`src/rtl/id_stage_pipe_pkg.sv`:
```
// Shared constants and helpers for the decode stage: index width, field offsets
// and the opcode EX uses to flag loads.
package id_stage_pipe_pkg;

  localparam logic [4:0] OPC_LOAD = 5'd2;

  function automatic int ridx_of(input int nreg);
    return (nreg <= 2) ? 1 : $clog2(nreg);
  endfunction

  function automatic int imm_width(input int xlen, input int opw, input int ridx);
    return xlen - opw - 3 * ridx;
  endfunction

  function automatic int rd_lsb(input int xlen, input int opw, input int ridx);
    return xlen - opw - ridx;
  endfunction

  function automatic int rs1_lsb(input int xlen, input int opw, input int ridx);
    return xlen - opw - 2 * ridx;
  endfunction

  function automatic int rs2_lsb(input int xlen, input int opw, input int ridx);
    return xlen - opw - 3 * ridx;
  endfunction

endpackage

```
`src/rtl/id_stage_pipe_regfile_nr.sv`:
```
// Architectural register file: two combinational read ports, one write port,
// write-through to the read ports, optional hard-wired zero register.
module regfile_nr
  import id_stage_pipe_pkg::*;
#(
  parameter int XLEN     = 19,
  parameter int NREG     = 8,
  parameter int ZERO_REG = 1,
  parameter int RIDX     = ridx_of(NREG)
) (
  input  logic            clk,
  input  logic            reset_n,
  input  logic            we,
  input  logic [RIDX-1:0] waddr,
  input  logic [XLEN-1:0] wdata,
  input  logic [RIDX-1:0] raddr1,
  input  logic [RIDX-1:0] raddr2,
  output logic [XLEN-1:0] rdata1,
  output logic [XLEN-1:0] rdata2
);

  logic [XLEN-1:0] r_regs [NREG];

  logic w_we_eff;
  logic w_zero1, w_zero2;
  logic w_hit1, w_hit2;

  assign w_we_eff = we && !((ZERO_REG != 0) && (waddr == '0));

  // NOTE: the array is cleared on reset because an architectural reset must leave
  // every register at zero; this keeps it in flops rather than a RAM macro.
  // NOTE: sequential state uses non-blocking assignments so all flops update
  // together at the edge regardless of statement order.
  always_ff @(posedge clk or negedge reset_n) begin
    if (!reset_n) begin
      for (int i = 0; i < NREG; i++) r_regs[i] <= '0;
    end else if (w_we_eff) begin
      r_regs[waddr] <= wdata;
    end
  end

  assign w_zero1 = (ZERO_REG != 0) && (raddr1 == '0);
  assign w_zero2 = (ZERO_REG != 0) && (raddr2 == '0);
  assign w_hit1  = w_we_eff && (waddr == raddr1);
  assign w_hit2  = w_we_eff && (waddr == raddr2);

  // A write in flight is forwarded so a same-cycle read sees the new value.
  assign rdata1 = w_zero1 ? '0 : (w_hit1 ? wdata : r_regs[raddr1]);
  assign rdata2 = w_zero2 ? '0 : (w_hit2 ? wdata : r_regs[raddr2]);

endmodule

```
`src/rtl/id_stage_pipe.sv`:
```
// Decode stage: slices instruction fields, reads operands with write-back
// bypass, stalls on load-use hazards and registers the bundle for EX.
module id_stage_pipe
  import id_stage_pipe_pkg::*;
#(
  parameter  int XLEN     = 19,
  parameter  int NREG     = 8,
  parameter  int OPW      = 5,
  parameter  int ZERO_REG = 1,
  localparam int RIDX     = ridx_of(NREG)
) (
  input  logic            clk,
  input  logic            reset_n,
  input  logic            in_valid,
  output logic            in_ready,
  input  logic [XLEN-1:0] instr_in,
  input  logic            flush,
  input  logic            wb_en,
  input  logic [RIDX-1:0] wb_rd,
  input  logic [XLEN-1:0] wb_data,
  input  logic            ex_valid,
  input  logic            ex_is_load,
  input  logic [RIDX-1:0] ex_rd,
  output logic            out_valid,
  input  logic            out_ready,
  output logic [OPW-1:0]  opcode_out,
  output logic [RIDX-1:0] rd_out,
  output logic [RIDX-1:0] rs1_out,
  output logic [RIDX-1:0] rs2_out,
  output logic [XLEN-1:0] rs1_data,
  output logic [XLEN-1:0] rs2_data,
  output logic [XLEN-1:0] imm_out
);

  localparam int IMMW    = imm_width(XLEN, OPW, RIDX);
  localparam int RD_LSB  = rd_lsb(XLEN, OPW, RIDX);
  localparam int RS1_LSB = rs1_lsb(XLEN, OPW, RIDX);
  localparam int RS2_LSB = rs2_lsb(XLEN, OPW, RIDX);

  if (IMMW < 1) begin : g_bad_immw
    $error("id_stage_pipe: no room left for an immediate field");
  end

  logic [OPW-1:0]  w_opcode;
  logic [RIDX-1:0] w_rd, w_rs1, w_rs2;
  logic [XLEN-1:0] w_imm;
  logic [XLEN-1:0] w_rs1_data, w_rs2_data;
  logic            w_src_match, w_ex_r0, w_hazard, w_accept;

  logic            r_out_valid;
  logic [OPW-1:0]  r_opcode;
  logic [RIDX-1:0] r_rd, r_rs1, r_rs2;
  logic [XLEN-1:0] r_rs1_data, r_rs2_data, r_imm;

  assign w_opcode = instr_in[XLEN-1 -: OPW];
  assign w_rd     = instr_in[RD_LSB  +: RIDX];
  assign w_rs1    = instr_in[RS1_LSB +: RIDX];
  assign w_rs2    = instr_in[RS2_LSB +: RIDX];
  assign w_imm    = {{(XLEN-IMMW){instr_in[IMMW-1]}}, instr_in[IMMW-1:0]};

  regfile_nr #(
    .XLEN     (XLEN),
    .NREG     (NREG),
    .ZERO_REG (ZERO_REG),
    .RIDX     (RIDX)
  ) u_regfile (
    .clk     (clk),
    .reset_n (reset_n),
    .we      (wb_en),
    .waddr   (wb_rd),
    .wdata   (wb_data),
    .raddr1  (w_rs1),
    .raddr2  (w_rs2),
    .rdata1  (w_rs1_data),
    .rdata2  (w_rs2_data)
  );

  // A load into the zero register produces nothing a consumer could wait for.
  assign w_src_match = (ex_rd == w_rs1) || (ex_rd == w_rs2);
  assign w_ex_r0     = (ZERO_REG != 0) && (ex_rd == '0);
  assign w_hazard    = in_valid && ex_valid && ex_is_load && w_src_match && !w_ex_r0;

  // Flush always consumes the incoming word so IF can move past it.
  assign in_ready = flush || (!w_hazard && (!r_out_valid || out_ready));
  assign w_accept = in_valid && in_ready && !flush;

  always_ff @(posedge clk or negedge reset_n) begin
    if (!reset_n) begin
      r_out_valid <= 1'b0;
      r_opcode    <= '0;
      r_rd        <= '0;
      r_rs1       <= '0;
      r_rs2       <= '0;
      r_rs1_data  <= '0;
      r_rs2_data  <= '0;
      r_imm       <= '0;
    end else if (flush) begin
      r_out_valid <= 1'b0;
    end else if (w_accept) begin
      r_out_valid <= 1'b1;
      r_opcode    <= w_opcode;
      r_rd        <= w_rd;
      r_rs1       <= w_rs1;
      r_rs2       <= w_rs2;
      r_rs1_data  <= w_rs1_data;
      r_rs2_data  <= w_rs2_data;
      r_imm       <= w_imm;
    end else if (out_ready) begin
      r_out_valid <= 1'b0;
    end
  end

  assign out_valid  = r_out_valid;
  assign opcode_out = r_opcode;
  assign rd_out     = r_rd;
  assign rs1_out    = r_rs1;
  assign rs2_out    = r_rs2;
  assign rs1_data   = r_rs1_data;
  assign rs2_data   = r_rs2_data;
  assign imm_out    = r_imm;

endmodule

```
`config.mk`:
```
export PLATFORM = sky130hd
export DESIGN_NAME = id_stage_pipe
export DESIGN_NICKNAME = d
export VERILOG_FILES = /design/src/rtl/id_stage_pipe_pkg.sv /design/src/rtl/id_stage_pipe_regfile_nr.sv /design/src/rtl/id_stage_pipe.sv
export SDC_FILE = /design/constraint.sdc
export NUM_CORES = 1
export LEC_CHECK = 0
export CORE_UTILIZATION = 51
export CTS_CLUSTER_SIZE = 10
export DETAILED_ROUTE_END_ITERATION = 8
export GPL_ROUTABILITY_DRIVEN = 0
export PLACE_DENSITY = 0.76
export SLEW_MARGIN = 0
export SYNTH_ARGS = -nofsm -noshare
export SYNTH_HDL_FRONTEND = slang
export SYNTH_SLANG_ARGS = --single-unit
```
`constraint.sdc`:
```
create_clock -name clk -period 2 [get_ports clk]
set_input_delay 0.6 -clock clk [delete_from_list [all_inputs] [get_ports clk]]
set_output_delay 0.6 -clock clk [all_outputs]
set_load 0.02 [all_outputs]
```
; ---- Yosys cells after proc, flatten, opt, wreduce, memory -nomap -nowiden
; Index checks and enable logic that the tools add are counted.
[op_classes]
n_lt_le_gt_ge = 4
eq_ne = 4
n_mux = 16
bitwise = 4
n_reduce_logical = 25
[op_table]
columns = operator, n
row1 = 2-to-1 mux 19 bit, 9
row2 = bitwise mux 152 bit, 1
row3 = binary-select mux 19 bit (select 3 bit), 2
row4 = demux 19 bit (select 3 bit), 1
row5 = equality test 3 bit, 4
row6 = >= comparator 4 bit (second input constant), 3
row7 = logical NOT 3 bit, 4
row8 = NOT 3 -> 4 bit, 3
row9 = logical AND 1 bit, 11
row10 = logical NOT 1 bit, 5
row11 = < comparator 4 x 1 -> 1 bit (second input constant), 1
row12 = logical OR 1 bit, 3
row13 = 2-to-1 mux 1 bit, 3
row14 = nonzero test 3 bit, 1
row15 = AND reduction 2 bit, 1
row16 = NOT 1 bit, 1
[word_totals]
reg_bits = 210
input_bits = 52
output_inout_bits = 73
elab_cells = 69

; ---- Logic depth before layout (Yosys ltp)
[depth]
depth_word = 11
ltp_mapped = 8
depth_no_buf = 5

; ---- Modules after synthesis
; From an unflattened synthesis, not the netlist that was laid out.
[unflattened]
hier_cells = 1055
hier_area_um2 = 11688.7
[modules_own_cells]
columns = mod, instances, cells_each, area_per_inst_um2, seq_area_each_um2
row1 = regfile_nr, 1, 622, 7878.8, 3353.2
row2 = id_stage_pipe, 1, 433, 3809.9, 1451.4

; ---- Worst setup path before layout
; OpenSTA, ideal clock, no wires.
[synth_timing]
kind = input port to output port
startpoint = input instr_in[5]
endpoint = output in_ready
arrival_time_ps = 1509
required_ps = 1400
path_slack_ps = -109
stages = 6
n_path_buf = 1
path_cell_list = buf_2 > xnor2_1 > nand3_1 > a21oi_2 > nand2_1 > a21o_1
[synth_between]
elab_chain_len = 7
[synth_rtl]
columns = element, line_no
row1 = from (decl), id_stage_pipe.sv:16  ; input logic [XLEN-1:0] instr_in,
row2 = equality test 3 bit, id_stage_pipe.sv:79  ; assign w_src_match = (ex_rd == w_rs1) || (ex_rd == w_rs2);
row3 = logical OR 1 bit, id_stage_pipe.sv:79
row4 = logical AND 1 bit (2 in series), id_stage_pipe.sv:81  ; assign w_hazard = in_valid && ex_valid && ex_is_load && w_src_match && !w_ex_r0;
row5 = logical NOT 1 bit, id_stage_pipe.sv:84  ; assign in_ready = flush || (!w_hazard && (!r_out_valid || out_ready));
row6 = logical AND 1 bit, id_stage_pipe.sv:84
row7 = logical OR 1 bit, id_stage_pipe.sv:84
row8 = to (decl), id_stage_pipe.sv:15  ; output logic in_ready,
; No other way between the ends.

; ---- Worst setup path in the final report
[layout_timing]
startpoint = input instr_in[10]
endpoint = output in_ready
; The elaborated chain is that of the path after synthesis.

==> results.ini <==
[global_route]
grt_use_total_pct = 25.0
grt_max_degree = 60
antenna_found_initial = 0
grt_pass1_vias = 7553
grt_remaining_overflow = 0
grt_first_pass_wirelength_um = 42400

[sta]
skew_ns = 0.00848
rsz0062_at_grt = true
setup_slack_ns = -0.111
setup_viol = 1
fmax_mhz = 474
slew_headroom_pct = 74.4
hold_viol = 0
post-route-period-util_pct = 106
slew_viol_final = 0
period_needed_ns = 2.11
tightestPinTransition_ns = 0.384

[setup_path]
required_ns = 1.40
crit_type = input pin to output pin
cp-end-kind = output pin
path_max_fanout = 2
worstPathArrival_ns = 1.51
start_kind = input pin

[finish]
n_antenna_cell = 0
final_cell_mix = 209 x dfrtp_1, 142 x mux2_2, 65 x dlygate4sd2_1
nets = 907
finish.utilization_pct = 63.5
final_cell_area_um2 = 13400
area_growth_pct = 22.0
final_common_cell = dfrtp_1
fill_cells = 1516
drive_gt1_share_pct = 37.7

[clocking]
numCtsBuffers = 25
clock-root-buffer = clkbuf_16
clock_sinks = 210
clock_latency_ns = 0.51
cts.htree.levels = 1
tritoncts = done
clk_pin_slew_ns = 0.05
clk_path_buf_depth = 3

[outcome]
failed_checks = negative setup slack
outcome = finished with violations

[yosys]
ys_warn_count = 0
yosys_register_bits = 210
syn_inst = 721
yosysSeqAreaShare_pct = 47.9
synth_area_um2 = 11000
ys_dominant_reg_cell = dfrtp_1
ys_types = 35
syn_nets = 773
async_reset_ff_share_pct = 100
syn_avg_cell_area_um2 = 15.2
synth_edf_count = 0

[floorplanning]
core_um2 = 21100
initial_utilization_pct = 52.1
ioPinCount = 125
std_cell_rows = 53
dieArea_um2 = 22100
die_w_um = 149
fp.dieH_um = 149

[power_and_ir_drop]
p_per_area_nw_per_um2 = 968
p_leak_uw = 0.00617
max-vdd-ir-drop_mv = 0.635

[min_path]
holdCritPathClass = input pin to asynchronous set/reset pin

[routing]
drc_errors = 0
via_per_inst = 6.17
wl_um = 26800
routedWlPerCell_um = 23.6
drt_iter0_drc = 402
final_antenna_net_count = 0
vias = 6999
dr.pass1.iters = 4

[placed_design]
dp_hpwl_um = 16700
placed_area_um2 = 12800
port_buffers = 124

[job]
cap_violations = 0

-- area by class of cell --
| cell class | instances | area (um2) | area share (%) |
|---|---|---|---|
| clock buffer | 30 | 644 | 4.81 |
| clock inverter | 1 | 7.51 | 0.0561 |
| sequential | 210 | 5260 | 39.3 |
| tap | 275 | 344 | 2.57 |
| timing repair buffer | 198 | 1940 | 14.5 |
| multi-input combinational | 420 | 5190 | 38.8 |
-- cell families after synthesis --
family	after synthesis	share of synthesized area (%)
simple gates	96	4.87
flops	210	47.9
xor+xnor	10	0.798
compound gates	48	4.10
mux	266	36.8
buf+inv	91	5.56
-- worst max-delay path, cell delays in order --
cell	delay, ns
buf_6	0.10
xnor2_2	0.16
nand3_1	0.11
a21oi_2	0.17
nand2_1	0.07
a21o_1	0.18
buf_6	0.13
-- cell usage after synthesis (4+ instances only) --
cell type    n  share of area [%]
a32o_1      38                3.5
buf_12       4               0.73
buf_2       21               0.96
buf_4       25                1.7
buf_6       11                1.1
clkbuf_1    29               0.99
dfrtp_1    210                 48
mux2_1      10                1.0
mux2_2     142                 15
mux2i_1     38                3.5
mux4_1      63                 15
mux4_2      13                2.7
nand2_1     42                1.4
or2_2       35                2.0
xnor2_1     10               0.80
-- through the flow --
stage          power, uW  cells  worst slack [ns]  hold slack [ns]  setup TNS, ns
2_1_floorplan       7940    721           -0.0345            0.304        -0.0345
3_3_place_gp        9200   1100             -1.00            0.371         -85.81
3_5_place_dp        9440   1100            -0.998            0.381         -92.33
4_1_cts            13000   1132            -0.261           0.0109         -0.261
5_1_grt            13600   1134            -0.156           0.0196         -0.156
6_report           13000   1134            -0.111          0.00806         -0.111
-- state kept, by name (all words and copies together) (netlist names) --
name / flops
rd_out: 3
rs2_out: 3
imm_out: 5
u_regfile.r_regs: 152
rs2_data: 19
rs1_data: 19
rs1_out: 3
out_valid: 1
opcode_out: 5
-- power breakdown --
group / total [uW] / switching, uW / internal, uW
Combinational: 3400 / 1550 / 1860
Clock: 3830 / 1600 / 2220
Sequential: 5730 / 588 / 5150
-- final timing paths --
path,start,to,slack (ns),cells after the start
setup / recovery,instr_in[10],in_ready,-0.11,7
hold / removal,reset_n,rs2_out[0]$_DFFE_PN0P_,0.008,1
setup reg to reg,out_valid$_DFFE_PN0P_,rs1_data[7]$_DFFE_PN0P_,0.35,7
hold reg to reg,u_regfile.r_regs[142]$_DFFE_PN0P_,u_regfile.r_regs[142]$_DFFE_PN0P_,0.39,0
max in group asynchronous,reset_n,u_regfile.r_regs[50]$_DFFE_PN0P_,1.32,2
min in group clk,u_regfile.r_regs[142]$_DFFE_PN0P_,u_regfile.r_regs[142]$_DFFE_PN0P_,0.39,0
-- timing repair --
action,CTS,global route
buffers inserted,1,2
cloned,0,0
gates resized for setup,89,54
setup endpoints to repair,130,51
pin swaps,2,10
hold buffers,0,0
-- layer usage --
metal | up-vias | part of all wire (%) | wire length [um] | GRT usage (%)
met4 | 0 | 2.2 | 585 | 7.68
met5 | - | 0 | 0 | 0
li1 | 3020 | - | - | -
met1 | 3707 | 42 | 11200 | 33.4
met3 | 50 | 6.0 | 1600 | 3.99
met2 | 222 | 50 | 13400 | 42.1
Power figures use the tool's default switching activity.
